--- config.mk ---
export PLATFORM = sky130hd
export DESIGN_NAME = alu_seq
export DESIGN_NICKNAME = d
export VERILOG_FILES = /design/src/rtl/alu_seq.sv
export SDC_FILE = /design/constraint.sdc
export NUM_CORES = 1
export LEC_CHECK = 0
export CAP_MARGIN = 30
export CORE_MARGIN = 2
export CORE_UTILIZATION = 63
export CTS_BUF_LIST = sky130_fd_sc_hd__clkbuf_8
export CTS_CLUSTER_SIZE = 24
export DETAILED_ROUTE_END_ITERATION = 12
export PLACE_DENSITY_LB_ADDON = 0.3
export SYNTH_ARGS = -nofsm -noshare
export SYNTH_HDL_FRONTEND = slang
export SYNTH_SLANG_ARGS = --single-unit
--- constraint.sdc ---
create_clock -name clock -period 4.9 [get_ports clock]
set_input_delay 0.49 -clock clock [delete_from_list [all_inputs] [get_ports clock]]
set_output_delay 0.49 -clock clock [all_outputs]
set_load 0.05 [all_outputs]
--- src/rtl/alu_seq.sv ---
// alu_seq: clocked, handshaked successor of the lab combinational ALU.
//
// Operands are WIDTH bits and results are 2*WIDTH bits. Add, subtract and
// increment run bit-serially through one full-adder slice over WIDTH cycles.
// Multiply is a shift-add over WIDTH cycles. Logic, reduce-or, concat and
// clear complete on the accepting edge. An accumulator holds the last result
// and can replace operand A.
//
// Ports:
//   clock, resetn         rising-edge clock, async active-low reset
//   in_valid / in_ready   request handshake; in_ready is high only in IDLE
//   op, a, b, use_acc     request fields, latched on accept
//   out_valid / out_ready result handshake; out_valid is high only in HOLD
//   result                registered 2*WIDTH-bit result
//   busy                  high in EXEC or HOLD
module alu_seq #(
  parameter int WIDTH = 4
) (
  input  logic                 clock,
  input  logic                 resetn,
  input  logic                 in_valid,
  output logic                 in_ready,
  input  logic [2:0]           op,
  input  logic [WIDTH-1:0]     a,
  input  logic [WIDTH-1:0]     b,
  input  logic                 use_acc,
  output logic                 out_valid,
  input  logic                 out_ready,
  output logic [2*WIDTH-1:0]   result,
  output logic                 busy
);

  localparam int RW = 2 * WIDTH;
  localparam int CW = (WIDTH > 2) ? $clog2(WIDTH) : 1;
  localparam logic [CW-1:0] CNT_LAST = CW'(WIDTH - 1);

  localparam logic [2:0] OP_INC = 3'b000;
  localparam logic [2:0] OP_ADD = 3'b001;
  localparam logic [2:0] OP_SUB = 3'b010;
  localparam logic [2:0] OP_LOG = 3'b011;
  localparam logic [2:0] OP_RED = 3'b100;
  localparam logic [2:0] OP_CAT = 3'b101;
  localparam logic [2:0] OP_MUL = 3'b110;
  localparam logic [2:0] OP_CLR = 3'b111;

  typedef enum logic [1:0] {IDLE, EXEC, HOLD} state_t;

  state_t            state, state_nx;
  logic [2:0]        op_r;
  logic [WIDTH-1:0]  a_sh, b_sh, sum_sh;
  logic [RW-1:0]     mcand, prod;
  logic [CW-1:0]     cnt;
  logic              carry;
  // Only the low half of the accumulator can ever reach an operand, so
  // only that half is stored.
  logic [WIDTH-1:0]  acc;

  logic              accept, serial_op, cnt_last;
  logic [WIDTH-1:0]  opa;
  logic              fa_s, fa_co;
  logic [WIDTH-1:0]  sum_nx;
  logic [RW-1:0]     prod_nx, serial_res, single_res;

  assign in_ready  = (state == IDLE);
  assign out_valid = (state == HOLD);
  assign busy      = (state != IDLE);

  assign opa       = use_acc ? acc : a;
  assign accept    = in_valid && in_ready;
  assign serial_op = (op == OP_INC) || (op == OP_ADD) ||
                     (op == OP_SUB) || (op == OP_MUL);
  assign cnt_last  = (cnt == CNT_LAST);

  // Single full-adder slice; B was pre-conditioned at accept (zeroed for
  // inc, inverted for sub) so the slice itself never looks at op.
  assign fa_s    = a_sh[0] ^ b_sh[0] ^ carry;
  assign fa_co   = (a_sh[0] & b_sh[0]) | (carry & (a_sh[0] ^ b_sh[0]));
  assign sum_nx  = {fa_s, sum_sh[WIDTH-1:1]};
  assign prod_nx = prod + (b_sh[0] ? mcand : '0);

  always_comb begin
    serial_res = '0;
    case (op_r)
      OP_MUL:  serial_res = prod_nx;
      // Sub carry-out of A + ~B + 1 is 1 when A >= B; borrow is its inverse.
      OP_SUB:  serial_res = {{(WIDTH-1){1'b0}}, ~fa_co, sum_nx};
      default: serial_res = {{(WIDTH-1){1'b0}}, fa_co, sum_nx};
    endcase
  end

  always_comb begin
    single_res = '0;
    case (op)
      OP_LOG:  single_res = {opa | b, opa ^ b};
      OP_RED:  single_res = {{(RW-1){1'b0}}, |{opa, b}};
      OP_CAT:  single_res = {opa, b};
      default: single_res = '0;
    endcase
  end

  always_ff @(posedge clock or negedge resetn) begin
    if (!resetn) state <= IDLE;
    else         state <= state_nx;
  end

  always_comb begin
    state_nx = state;
    case (state)
      IDLE: if (accept) state_nx = serial_op ? EXEC : HOLD;
      EXEC: if (cnt_last) state_nx = HOLD;
      HOLD: if (out_ready) state_nx = IDLE;
      default: state_nx = IDLE;
    endcase
  end

  always_ff @(posedge clock or negedge resetn) begin
    if (!resetn) begin
      op_r   <= '0;
      a_sh   <= '0;
      b_sh   <= '0;
      sum_sh <= '0;
      mcand  <= '0;
      prod   <= '0;
      cnt    <= '0;
      carry  <= 1'b0;
      acc    <= '0;
      result <= '0;
    end else if (accept) begin
      op_r   <= op;
      a_sh   <= opa;
      b_sh   <= (op == OP_INC) ? '0 : (op == OP_SUB) ? ~b : b;
      carry  <= (op == OP_INC) || (op == OP_SUB);
      sum_sh <= '0;
      mcand  <= {{WIDTH{1'b0}}, opa};
      prod   <= '0;
      cnt    <= '0;
      if (!serial_op) begin
        result <= single_res;
        acc    <= single_res[WIDTH-1:0];
      end
    end else if (state == EXEC) begin
      a_sh   <= a_sh >> 1;
      b_sh   <= b_sh >> 1;
      carry  <= fa_co;
      sum_sh <= sum_nx;
      mcand  <= mcand << 1;
      prod   <= prod_nx;
      cnt    <= cnt + 1'b1;
      if (cnt_last) begin
        result <= serial_res;
        acc    <= serial_res[WIDTH-1:0];
      end
    end
  end

endmodule

==> impl_metrics.json, run 1 <==
{
  "finalSetupTns_ps": 0,
  "mostFrequentLayoutCell": "dfrtp_1",
  "insertedDiodeCount": 0,
  "crit-reg2reg-launch": "b_sh[0]$_DFFE_PN0P_",
  "gp_congestion": 0.9557,
  "synthDistinctLibCells": 47,
  "syn_area_um2": 2551,
  "hpwl_um": 4710,
  "required_ps": 4410,
  "power_density_nw_per_um2": 622.7,
  "synthCells": 281,
  "num_rows": 23,
  "fin_nets": 334,
  "crit_path_end_kind": "primary output",
  "crit_start": "state[0]$_DFFE_PN0P_",
  "critical_path_class": "flip-flop to primary output",
  "finalCritPeriodShare": 0.5225,
  "grt_pass1_vias": 2142,
  "grt_remaining_overflow": 0,
  "ant_nets": 0,
  "antenna_found_initial": 0,
  "r2r_setup_slack_ps": 2380,
  "synth_seq_cells": 43,
  "drtIter0Drc": 158,
  "yosys-top-cells-area": "dfrtp_1 (42%), nand2_1 (6.0%), ha_1 (5.9%)",
  "area_delta_synth_final_pct": 15.94,
  "clk_latency_ps": 310,
  "post_cts_buffers": 0,
  "top_usage_layer": "met2",
  "clock_skew_ps": 3.808,
  "ys_warn_count": 0,
  "syn_nets": 311,
  "fillCellCount": 298,
  "worst_pin_slew_ps": 808.8,
  "wl_um": 6423,
  "clkTransAtPathRegs_ps": 90,
  "die_area_um2": 4574,
  "vias_per_cell": 6.361,
  "cts_resized": 0,
  "fmax_mhz": 390.6,
  "drv_cap": 0,
  "use_met2": 0.5074,
  "cts_buffers": 5,
  "cp_slowest_stage_delay_ps": 790,
  "crit_fanout": 15,
  "start_util": 0.6471,
  "io_pins": 27,
  "avgRoutedWirePerCell_um": 18.09,
  "cts_root_buffer": "clkbuf_8",
  "gr-usage-met3": 0.05167,
  "leakagePower_nw": 1.331,
  "coreArea_um2": 3943,
  "cts_tree": "done",
  "synth_top_area_frac": 0.4218,
  "critPathArrivalTime_ps": 2070,
  "status": "finished clean",
  "vdd_drop_max_uv": 409.9,
  "min_path_type": "primary input to asynchronous set/reset pin",
  "grt.total_usage": 0.3131,
  "slew_headroom": 0.4588,
  "worstPathCellList": "or2_2 > inv_1 > clkdlybuf4s50_1",
  "slowest_stage": "clkdlybuf4s50_1",
  "rsz0062_at_grt": "false",
  "setup_viol": 0,
  "multiInputGateArea_um2": 1390,
  "clk_path_buf_depth": 2,
  "cts.sinks": 43,
  "yosys.area.top_type": "dfrtp_1",
  "drive_above_1_share": 0.06230,
  "cp-start-kind": "flip-flop",
  "vias": 2258,
  "syn_avg_cell_area_um2": 9.079,
  "drtPass1Iterations": 5,
  "met1_usage": 0.3972,
  "drc_errors": 0,
  "fin_util": 0.7502,
  "period_minus_slack_ps": 2560,
  "die_x_um": 67.64,
  "cts_max_level": 2,
  "grt_pass1_wl_um": 10270,
  "grt_start_max_net_pins": 44,
  "hold_buffers": 0,
  "port_buffers": 26,
  "hold_viol": 0,
  "regArea_um2": 1076,
  "die_h_um": 67.64,
  "drv_slew": 0,
  "ys_seq_area_frac": 0.4218,
  "layout_common_cells": "dfrtp_1 (43), nand2_1 (41), o21ai_0 (29), clkdlybuf4s50_1 (25), nor2_1 (19)",
  "worst-r2r-cell-count": 8
}
-- routing by layer --
layer  share of wire  up-vias
met5               0        -
li1                -     1066
met2            0.48      100
met1            0.43     1067
met3           0.052       25
met4           0.038        0
-- Yosys cell counts (all sizes together) --
cell	instances
a2111oi	1
a211o	1
a211oi	5
a21o	2
a21oi	18
a22o	10
a22oi	3
a31oi	3
a32oi	2
a41oi	1
and2	9
and2b	1
buf	6
clkbuf	6
dfrtp	43
fa	2
ha	12
inv	9
mux2	1
mux2i	6
nand2	41
nand2b	3
nand3	3
nand3b	2
nand4	5
nor2	20
nor2b	2
nor3	6
nor4	2
o211ai	4
o21a	1
o21ai	31
o21bai	2
o221ai	1
o22a	2
o22ai	4
o31ai	4
or2	2
or3b	1
xnor2	1
xnor3	1
xor2	2
-- through the flow --
step                power (mW)  cells  instance area, um2  hold WS, ps  worst slack, ps
floorplan                1.267    281                2551        194.4             2840
global placement         1.516    346                2825        459.0             2295
detailed placement       1.546    346                2825        473.5             2221
CTS                      1.836    354                2938        350.7             2337
global route             1.949    355                2958        49.27             2232
finish                   1.842    355                2958        31.54             2340
-- power breakdown --
group	switching, mW	total (mW)	internal (mW)
Combinational	0.566	0.907	0.342
Clock	0.136	0.288	0.152
Sequential	0.143	0.647	0.504
-- cell families after synthesis --
group                    after synthesis  share of synthesized area
buffers and inverters                 21                    0.03482
AND/OR/NAND/NOR                       97                     0.1780
flip-flops                            43                     0.4218
adder cells (fa/ha/maj)               14                    0.07455
XOR/XNOR                               4                    0.01913
AO/OA/AOI/OAI                         95                     0.2437
multiplexers                           7                    0.02796
-- worst paths after layout --
check	to
min in group clock	b_sh[3]$_DFFE_PN0P_
min	cnt[0]$_DFFE_PN0P_
min reg2reg	b_sh[3]$_DFFE_PN0P_
max	in_ready
max in group asynchronous	b_sh[1]$_DFFE_PN0P_
max reg2reg	result[6]$_DFFE_PN0P_
-- final cells by class --
class,instances,area share
repair buffers,28,0.09560
well taps,50,0.02115
clock inverters,3,0.01481
clock buffers,5,0.02327
multi-input cells,217,0.4700
inverters,9,0.01142
flip-flops and latches,43,0.3638
-- critical path, delay by kind of cell, from the launching register on --
family / cells / cell delay, ps
and+or+nand+nor: 1 / 370
buffers and inverters: 2 / 840
DFF: 1 / 550
-- registers in the layout, summed over array words and instances, names as in the netlist, 2 cells and up --
| register | count |
|---|---|
| result | 8 |
| state | 2 |
| sum_sh | 3 |
| cnt | 2 |
| op_r | 3 |
| b_sh | 4 |
| prod | 8 |
| a_sh | 4 |
| mcand | 8 |
(Power assumes the default switching activity.)
==> run 2: changes to the inputs <==
CORE_UTILIZATION = 53   (was 63)
clock period = 2.1 ns   (was 4.9 ns; I/O delays follow)
==> run 2 against run 1 <==
Core utilization down 6.4 points; sequential share of layout area down 3.0 points; routed wire length grew 7.0%; first-iteration DRC count rose by 3.2%; flip-flop and latch count is the same; final cell count is 7.9% higher; design area increased by 8.9%; clock skew grew 1.0 ps; critical path depth up 6; setup slack worse by 2300 ps; critical path type is now flip-flop to flip-flop; critical endpoint is now prod[7]$_DFFE_PN0P_.
==> impl_metrics.json, run 2 (synthesized netlist as in run 1, its figures left out) <==
{
  "io_pins": 27,
  "gp_congestion": 0.8423,
  "comb_power_share": 0.553,
  "drtIter0Drc": 163,
  "clock_skew_ps": 4.807,
  "p_seq_frac": 0.328,
  "grt_remaining_overflow": 0,
  "fillCellCount": 361,
  "met1_usage": 0.3803,
  "clk_path_buf_depth": 2,
  "drtPass1Iterations": 4,
  "die_h_um": 73.38,
  "crit_path_end_kind": "flip-flop",
  "finalInstanceArea_um2": 3221,
  "swShare": 0.4547,
  "coreArea_um2": 4692,
  "finalCritPeriodShare": 0.9989,
  "vdd_drop_max_uv": 971.5,
  "cp-start-kind": "flip-flop",
  "grt_start_max_net_pins": 34,
  "leakagePower_nw": 1.452,
  "vias": 2338,
  "gr-usage-met3": 0.05350,
  "min_path_type": "primary input to asynchronous set/reset pin",
  "ant_nets": 0,
  "fin_util": 0.6864,
  "avgRoutedWirePerCell_um": 17.94,
  "hpwl_um": 4941,
  "power_density_nw_per_um2": 1399,
  "drv_slew": 0,
  "cts_tree": "done",
  "wl_um": 6871,
  "slew_headroom": 0.6115,
  "drive_above_1_share": 0.1854,
  "rsz0062_at_grt": "true",
  "status": "finished clean",
  "post_dp_cell_area_um2": 3005,
  "grt_pass1_wl_um": 11200,
  "grt_pass1_vias": 2289,
  "p_int_mw": 2.458,
  "clk_latency_ps": 300,
  "power_switching_mw": 2.049,
  "cts_root_buffer": "clkbuf_8",
  "die_x_um": 73.38,
  "grt.total_usage": 0.2759,
  "port_buffers": 26,
  "required_ps": 2280,
  "clkTransAtPathRegs_ps": 80,
  "drv_cap": 0,
  "insertedDiodeCount": 0,
  "layout_common_cells": "dfrtp_1 (43), nand2_1 (41), buf_4 (27), o21ai_0 (24), clkdlybuf4s50_1 (22)",
  "vias_per_cell": 6.104,
  "die_area_um2": 5385,
  "hold_viol": 0,
  "setup_viol": 0,
  "crit_fanout": 4,
  "top_usage_layer": "met2",
  "final_cells": 383,
  "cts_max_level": 2,
  "mostFrequentLayoutCell": "dfrtp_1",
  "dp.cells": 374,
  "period_minus_slack_ps": 2098,
  "pwr-share-clk": 0.120,
  "use_met2": 0.4364,
  "critical_path_class": "flip-flop to flip-flop",
  "cts_buffers": 5,
  "num_rows": 25,
  "fmax_mhz": 476.7,
  "fin_nets": 359,
  "antenna_found_initial": 0,
  "largest_registers": "mcand (8), prod (8), result (8)",
  "start_util": 0.5437,
  "area_delta_synth_final_pct": 26.24,
  "cts.sinks": 43,
  "critPathArrivalTime_ps": 2280,
  "drc_errors": 0,
  "worst_pin_slew_ps": 582.1
}
-- run 2: cell type report --
class	count	area, um2	share of cell area
repair buffers	53	457.9	0.1422
multi-input cells	217	1498	0.4650
well taps	54	67.56	0.02098
flip-flops and latches	43	1076	0.3341
clock buffers	6	82.58	0.02564
inverters	9	33.78	0.01049
clock inverters	1	5.005	0.001554
-- run 2: worst max-delay path: stages, from the launching register on --
cell and delay, ps:
dfrtp_1 410, buf_6 130, buf_4 130, and2_1 140, ha_2 320, o21ai_0 80, a21oi_1 260, nand3_1 140
a41oi_1 270, o31ai_2 100
-- run 2: stage by stage --
| step | hold WS (ps) | setup slack (ps) | total power, mW | TNS (ps) |
|---|---|---|---|---|
| floorplan | -85.59 | 39.50 | 2.957 | 0 |
| global placement | 147.0 | -88.25 | 3.735 | -190.4 |
| detailed placement | 145.6 | -122.9 | 3.797 | -315.9 |
| finish | 349.4 | 2.357 | 4.507 | 0 |
| global route | 384.4 | -80.57 | 4.828 | -210.6 |
| CTS | 353.5 | 0.2793 | 4.384 | 0 |
-- run 2: power by group through the flow --
stage                     logic [mW]  registers [mW]  clock network (mW)
after floorplan                 1.33            1.63                   0
after global placement          2.28            1.45                   0
after detailed placement        2.33            1.47                   0
after CTS                       2.37            1.46               0.551
after global routing            2.72            1.52               0.588
final                           2.49            1.48               0.539
-- run 2: final timing paths --
check	from	end	slack (ps)	cells after the start
worst max-delay path	b_sh[0]$_DFFE_PN0P_	prod[7]$_DFFE_PN0P_	2	9
max in group asynchronous	resetn	result[0]$_DFFE_PN0P_	1200	3
min in group clock	out_ready	state[1]$_DFFE_PN0P_	460	2
worst min register to register	b_sh[2]$_DFFE_PN0P_	b_sh[2]$_DFFE_PN0P_	490	2
worst max register to register	b_sh[0]$_DFFE_PN0P_	prod[7]$_DFFE_PN0P_	2	9
worst min-delay path	resetn	mcand[5]$_DFFE_PN0P_	350	2
-- run 2: metal layers --
metal,vias up,share of wire
met1,1130,0.44
li1,1118,-
met3,13,0.052
met4,0,0.023
met5,-,0
met2,77,0.48
-- run 2: timing repair --
action                                  in CTS  in global routing
pin swaps                                    8                 16
buffers inserted                             0                  1
hold buffers                                 1                  0
endpoints found under the setup margin       5                  9
resized for setup                           12                 17
endpoints found under the hold margin       14                  0
